===== src/rtl/enc_pkg.sv =====
// Shared types and helpers for the registered 8-to-3 encoder.
package enc_pkg;

    localparam int unsigned IN_W  = 8;
    localparam int unsigned OUT_W = 3;

    typedef enum logic {
        EMPTY = 1'b0,
        FULL  = 1'b1
    } state_t;

    typedef enum logic [1:0] {
        OH_ZERO  = 2'd0,
        OH_ONE   = 2'd1,
        OH_MULTI = 2'd2
    } oh_class_t;

    // Classify a word as all-zero, exactly one-hot, or multi-hot.
    function automatic oh_class_t onehot_chk(input logic [IN_W-1:0] w);
        if (w == '0) begin
            return OH_ZERO;
        end
        if ((w & (w - IN_W'(1))) == '0) begin
            return OH_ONE;
        end
        return OH_MULTI;
    endfunction

endpackage


===== src/rtl/prio_enc_8_3.sv =====
// Combinational 8-to-3 priority encoder; direction of priority is a parameter.
module prio_enc_8_3
    import enc_pkg::*;
#(
    parameter bit PRIORITY_HIGH = 1'b1
) (
    input  logic [IN_W-1:0]  in_word,
    output logic [OUT_W-1:0] idx,
    output logic             any
);

    // Later loop iterations overwrite earlier ones, so scan order sets the winner.
    always_comb begin
        idx = '0;
        for (int unsigned i = 0; i < IN_W; i++) begin
            if (PRIORITY_HIGH) begin
                if (in_word[i]) idx = OUT_W'(i);
            end else begin
                if (in_word[IN_W-1-i]) idx = OUT_W'(IN_W - 1 - i);
            end
        end
    end

    assign any = |in_word;

endmodule


===== src/rtl/encode_8_3_reg.sv =====
// Registered 8-to-3 encoder with valid/ready handshake, multi-hot flag and
// saturating malformed-word counter.
module encode_8_3_reg
    import enc_pkg::*;
#(
    parameter bit          PRIORITY_HIGH = 1'b1,
    parameter int unsigned ERR_W         = 8
) (
    input  logic             clka,
    input  logic             rst,
    input  logic             E,
    input  logic [IN_W-1:0]  In,
    input  logic             in_valid,
    output logic             in_ready,
    output logic [OUT_W-1:0] Out,
    output logic             V,
    output logic             err,
    output logic             out_valid,
    input  logic             out_ready,
    output logic [ERR_W-1:0] err_cnt
);

    state_t           state;
    state_t           state_nxt;
    logic             load;
    logic             accept;
    logic             deliver;
    logic [OUT_W-1:0] prio_idx;
    logic             prio_any;
    logic [OUT_W-1:0] enc_idx;
    logic             enc_v;
    logic             enc_err;

    prio_enc_8_3 #(
        .PRIORITY_HIGH(PRIORITY_HIGH)
    ) u_prio (
        .in_word(In),
        .idx    (prio_idx),
        .any    (prio_any)
    );

    assign in_ready  = (state == EMPTY) || out_ready;
    assign out_valid = (state == FULL);
    assign accept    = in_valid && in_ready;
    assign deliver   = out_valid && out_ready;

    // A disabled encoder reports nothing, whatever the input word.
    always_comb begin
        enc_idx = '0;
        enc_v   = 1'b0;
        enc_err = 1'b0;
        if (E) begin
            enc_idx = prio_idx;
            enc_v   = prio_any;
            enc_err = (onehot_chk(In) == OH_MULTI);
        end
    end

    always_ff @(posedge clka) begin
        if (rst) state <= EMPTY;
        else     state <= state_nxt;
    end

    always_comb begin
        state_nxt = state;
        load      = 1'b0;
        unique case (state)
            EMPTY: begin
                if (accept) begin
                    state_nxt = FULL;
                    load      = 1'b1;
                end
            end
            FULL: begin
                if (deliver) begin
                    if (accept) load      = 1'b1;
                    else        state_nxt = EMPTY;
                end
            end
        endcase
    end

    always_ff @(posedge clka) begin
        if (rst) begin
            Out <= '0;
            V   <= 1'b0;
            err <= 1'b0;
        end else if (load) begin
            Out <= enc_idx;
            V   <= enc_v;
            err <= enc_err;
        end
    end

    // Saturating count: stops at all-ones, cleared only by reset.
    always_ff @(posedge clka) begin
        if (rst) begin
            err_cnt <= '0;
        end else if (load && enc_err && (err_cnt != '1)) begin
            err_cnt <= err_cnt + ERR_W'(1);
        end
    end

endmodule


===== config.mk =====
export PLATFORM = sky130hd
export DESIGN_NAME = encode_8_3_reg
export DESIGN_NICKNAME = d
export VERILOG_FILES = /design/src/rtl/enc_pkg.sv /design/src/rtl/prio_enc_8_3.sv /design/src/rtl/encode_8_3_reg.sv
export SDC_FILE = /design/constraint.sdc
export NUM_CORES = 1
export LEC_CHECK = 0
export ABC_AREA = 1
export BUFFER_PORTS_ARGS = -buffer_cell sky130_fd_sc_hd__clkbuf_2
export CAP_MARGIN = 20
export CORE_MARGIN = 4
export CORE_UTILIZATION = 55
export CTS_BUF_LIST = sky130_fd_sc_hd__clkbuf_4
export DETAILED_ROUTE_END_ITERATION = 8
export HOLD_SLACK_MARGIN = 0.12
export PLACE_DENSITY = 0.95
export SYNTH_ARGS = -nofsm -noshare
export SYNTH_HDL_FRONTEND = slang
export SYNTH_SLANG_ARGS = --single-unit

===== constraint.sdc =====
create_clock -name clka -period 2.25 [get_ports clka]
set_input_delay 0.1125 -clock clka [delete_from_list [all_inputs] [get_ports clka]]
set_output_delay 0.1125 -clock clka [all_outputs]
set_load 0.03 [all_outputs]

=== Word-level counts from Yosys, hierarchy flattened ===
Index checks and enable logic that the tools add are counted.

* Flip-flop bits (word level): 14
* Logic and storage cells: 44
* Output and inout bits: 15
* Input port bits: 13

* Bitwise operators: 2
* Muxes and demuxes: 25
* Add/sub/neg operators: 2
* Reduce and logical (&&, ||, !) cells: 8
* Eq/ne operators: 2

{| class="wikitable"
|+ Operators by type and width
! cell !! count
|-
| $logic_not A8 Y1 || 2
|-
| $mux W3 || 5
|-
| $mux W2 || 7
|-
| $mux W1 || 11
|-
| $add A8 B1 Y8 const B || 1
|-
| $and A8 B8 Y8 || 1
|-
| $ne A8 B8 Y1 const B || 1
|-
| $reduce_or A8 Y1 || 1
|-
| $sub A8 B1 Y8 const B || 1
|-
| $logic_and A1 B1 Y1 || 4
|-
| $pmux W1 S2 || 2
|-
| $eq A2 B2 Y1 const B || 1
|-
| $logic_or A1 B1 Y1 || 1
|-
| $not A1 Y1 || 1
|}

=== Depth between registers and ports, before layout ===
* Word-level depth: 13
* Mapped depth: 9
* Gate-level depth less buffers: 9

=== Modules after synthesis ===
From an unflattened synthesis, not the netlist that was laid out.

* Cell total of the unflattened synthesis: 132
* Area, all modules: 885.8 um^2

{| class="wikitable"
|+ Modules (own cells, without submodules)
! module !! sequential area each (um^2) !! cells each !! instances !! area each (um^2)
|-
| encode_8_3_reg || 280.3 || 112 || 1 || 808.3
|-
| prio_enc_8_3 || 0.0 || 20 || 1 || 77.6
|}

=== Least setup slack after synthesis ===
No wires, ideal clock.

* Path kind: reg-to-reg
* Start: register err_cnt[0]
* End: register err_cnt[4]
* Stages on the path, launching flop included: 8
* Data arrival time: 1.522 ns
* Path buffers: 0
* Period minus slack after synthesis: 1.588 ns
* Data required time: 2.184 ns
* Path slack: 0.662 ns
* Library setup time: 0.066 ns
* Cells stage by stage: dfxtp_1 -> ha_1 -> nand4_2 -> nor2_1 -> nand2_2 -> nand3_4 -> nand2_1 -> a21oi_2

* Longest elaborated chain between the ends: 2
* Elaborated cells between the ends (all ways): 3
* Classes of those cells: 1 x add/sub; 1 x eq/ne; 1 x reduce/logical

{| class="wikitable"
|+ Ends and longest elaborated chain
! item !! RTL line !! RTL
|-
| start: declaration || encode_8_3_reg.sv:20 || <nowiki>output logic [ERR_W-1:0] err_cnt</nowiki>
|-
| start signal: assignment || encode_8_3_reg.sv:100 || <nowiki>err_cnt <= err_cnt + ERR_W'(1);</nowiki>
|-
| branches (longest 2 deep; another with $add A8 B1 Y8) || - ||
|}

Parallel ways; which one is timed is not known.
A chain may end at the register's enable or synchronous reset.

=== Final worst setup path ===
* Start: register err_cnt[0]
* End: register err_cnt[6]

Same word-level chain as after synthesis.

==> flow_summary.toml <==
[setup_path]
rrSetupSlack_ps = 720
critical_path_buf_inv_count = 0
cp_slowest_stage_delay_ps = 410
timing.rr.start = "err_cnt[0]$_SDFFE_PP0P_"
crit_required_ps = 2460
critPathSlowestCell = "dfxtp_1"
reg2regPathDepth = 7
r2r_end = "err_cnt[6]$_SDFFE_PP0P_"
worstPathArrival_ps = 1740
critPathTopFamily = "simple AND/OR/NAND/NOR gates"
cp-end-kind = "flip-flop"
crit_fanout = 9
timing.setup.critical_path_class = "flip-flop to flip-flop"
crit_chain = "ha_1 -> nand4_2 -> nor2_1 -> nand2_2 -> nand3_4 -> nand2_1 -> a21oi_1"
startpoint_type = "flip-flop"

[synth]
yosys_warnings = 0
yosys.cell_types.count = 27
synth_common_cells = "nand2_1 (28), a21oi_1 (14), dfxtp_1 (14), inv_1 (8), nand4_1 (8)"
syn_inst = 113
syn-cell-area_um2 = 848.3
syn_avg_cell_area_um2 = 7.507
async_reset_ff_share_pct = 0
yosysTopAreaCellShare_pct = 33.04
ys_ff_latch = 14
synth_edf_count = 0
synth_most_common_cell = "nand2_1"
synth.area.top_cells = "dfxtp_1 (33%), nand2_1 (12%), a21oi_1 (8.3%), nand4_1 (5.9%), nor2_4 (4.0%)"
seq_area_frac_synth_pct = 33.04
yosys.area.top_type = "dfxtp_1"
syn_nets = 127
synthFlopType = "dfxtp_1"

[clocking]
cts_made_buffers = 3
htree_levels = 1
holdBufCountCts = 2
postCtsSetupBuffers = 0
path_clk_slew_ps = 80
clockBufferDepth = 2
tritoncts = "done"
ctsRootBufferMaster = "clkbuf_4"
clock_latency_ps = 280
clock_sinks = 14
cts_resized = 0

[power_and_ir_drop]
power_density_nw_per_um2 = 489.0
power.internal_mw = 0.3542
switching_power_mw = 0.1543
p_clk_share_pct = 28.8
seq_power_share_pct = 51.3
power.leakage_nw = 0.4858
sw_frac_of_total_pct = 30.34
finalPower_mw = 0.5084
combPwrFrac_pct = 19.9
ir_drop_mv = 0.3107

[die]
core_um2 = 1383
die_h_um = 47.28
die_w_um = 47.28
start_util_pct = 61.36
core.rowCount = 13
dieArea_um2 = 2235
ios = 28

[outcome]
outcome = "finished, final reports clean"

[finish]
final_cell_area_um2 = 1040
nFillCells = 96
layout-drive-gt1-share_pct = 33.33
area.growth.synth_to_final_pct = 22.57
seqCellArea_um2 = 280.3
multiInputGateArea_um2 = 514.2
nets = 159
num_antenna_cells = 0

[global_route]
grt_antenna_before_repair = 0
grt_max_degree = 15
grt_pass1_wl_um = 2994
grt_pass1_vias = 773
gr-total-overflow = 0
grt_use_total_pct = 18.89

[route]
wl_met1_um = 794
route.met3.wl_um = 134
viasPerCell = 5.384
drt-pass1-iter-count = 4
drc = 0
ant_nets = 0
avgRoutedWirePerCell_um = 11.76
drt_first_iter_violations = 15
wl_met2_um = 913
wl_um = 1870
top_layer = "met4"
num_vias = 856

[timing]
skew_ps = 0.4255
hold_viol = 0
drv_slew = 0
rsz0062_at_grt = "no"
fmax_mhz = 653.1
fin_crit_ps = 1531
worst_pin_slew_ps = 289.3
finalSetupViolCount = 0
hold_ws_ps = 174.8
relSlewSlack_pct = 80.67
setup_tns_ps = 0
finalCritPeriodShare_pct = 68.05

[placement]
portBuffers = 27
gp_congestion = 0.8246
dpl_cell_area_um2 = 993.5
hpwl_um = 1463

[worst_hold_path]
hold-path-cell-count = 2
hold-path-endpoint = "err_cnt[4]$_SDFFE_PP0P_"
hp-class = "input port to flip-flop"
min_from = "rst"

[flow_run]
maxCapViolCount = 0
[worst max path at each step]
stage / start / to / slack, ps / cells past startpoint
final: err_cnt[0]$_SDFFE_PP0P_ / err_cnt[6]$_SDFFE_PP0P_ / 720 / 7
after global placement: err_cnt[0]$_SDFFE_PP0P_ / err_cnt[6]$_SDFFE_PP0P_ / 870 / 7
after floorplan: err_cnt[0]$_SDFFE_PP0P_ / err_cnt[4]$_SDFFE_PP0P_ / 660 / 7
after CTS: err_cnt[0]$_SDFFE_PP0P_ / err_cnt[6]$_SDFFE_PP0P_ / 730 / 7
after global routing: err_cnt[0]$_SDFFE_PP0P_ / err_cnt[6]$_SDFFE_PP0P_ / 590 / 7
after detailed placement: err_cnt[0]$_SDFFE_PP0P_ / err_cnt[6]$_SDFFE_PP0P_ / 730 / 7
[cell usage in the layout (no fill, tap or decap), drive strengths merged]
master	n
nand2	34
clkbuf	30
a21oi	15
dfxtp	14
inv	11
nand4	10
nor2	8
nand3	5
xor2	3
xnor2	3
o21ai	3
clkinv	2
dlygate4sd3	2
nor3	1
o31ai	1
o21bai	1
ha	1
[area by class of cell]
type	instances	area share [%]
sequential	14	26.96
timing repair buffer	29	14.92
inverter	12	4.332
multi-input combinational	85	49.46
tap	15	1.805
clock buffer	3	2.166
clock inverter	1	0.3610
[cells by family after synthesis]
| kind of cell | count (synthesis) | share of synthesized area (%) |
|---|---|---|
| simple gates | 58 | 38.79 |
| compound gates | 20 | 14.16 |
| buf+inv | 14 | 6.341 |
| flops | 14 | 33.04 |
| xor+xnor | 6 | 6.196 |
| fa+ha+maj | 1 | 1.475 |
[state kept, by name, indices dropped and copies added, names as in the netlist]
name	cells
err_cnt	8
Out	3
err	1
out_valid	1
V	1
[power groups by stage]
| stage | registers [mW] | clock network, mW | logic (mW) |
|---|---|---|---|
| final | 0.261 | 0.147 | 0.101 |
| after detailed placement | 0.267 | 0 | 0.0981 |
| after global routing | 0.262 | 0.161 | 0.111 |
| after floorplan | 0.282 | 0 | 0.0484 |
| after global placement | 0.266 | 0 | 0.0949 |
| after CTS | 0.261 | 0.150 | 0.101 |
[worst register-to-register path, delay by kind of cell (launching register included)]
| family | cells | cell delay, ps |
|---|---|---|
| adder cells (fa/ha/maj) | 1 | 260 |
| flip-flops | 1 | 410 |
| AO/OA/AOI/OAI | 1 | 120 |
| AND/OR/NAND/NOR | 5 | 680 |
[metrics by stage]
stage	cells	setup WS, ps	utilization, %
floorplan	113	662.2	-
global placement	153	870.4	71.86
detailed placement	153	725.2	71.86
CTS	159	729.5	75.20
global route	159	593.4	75.20
finish	159	718.9	75.20
[routing by layer]
layer | vias up | GRT usage, %
met5 | - | 0
met4 | 0 | 6.630
met3 | 4 | 7.280
met2 | 26 | 31.82
met1 | 384 | 21.56
li1 | 442 | -
Note: power is estimated with default switching activity, not from simulation.
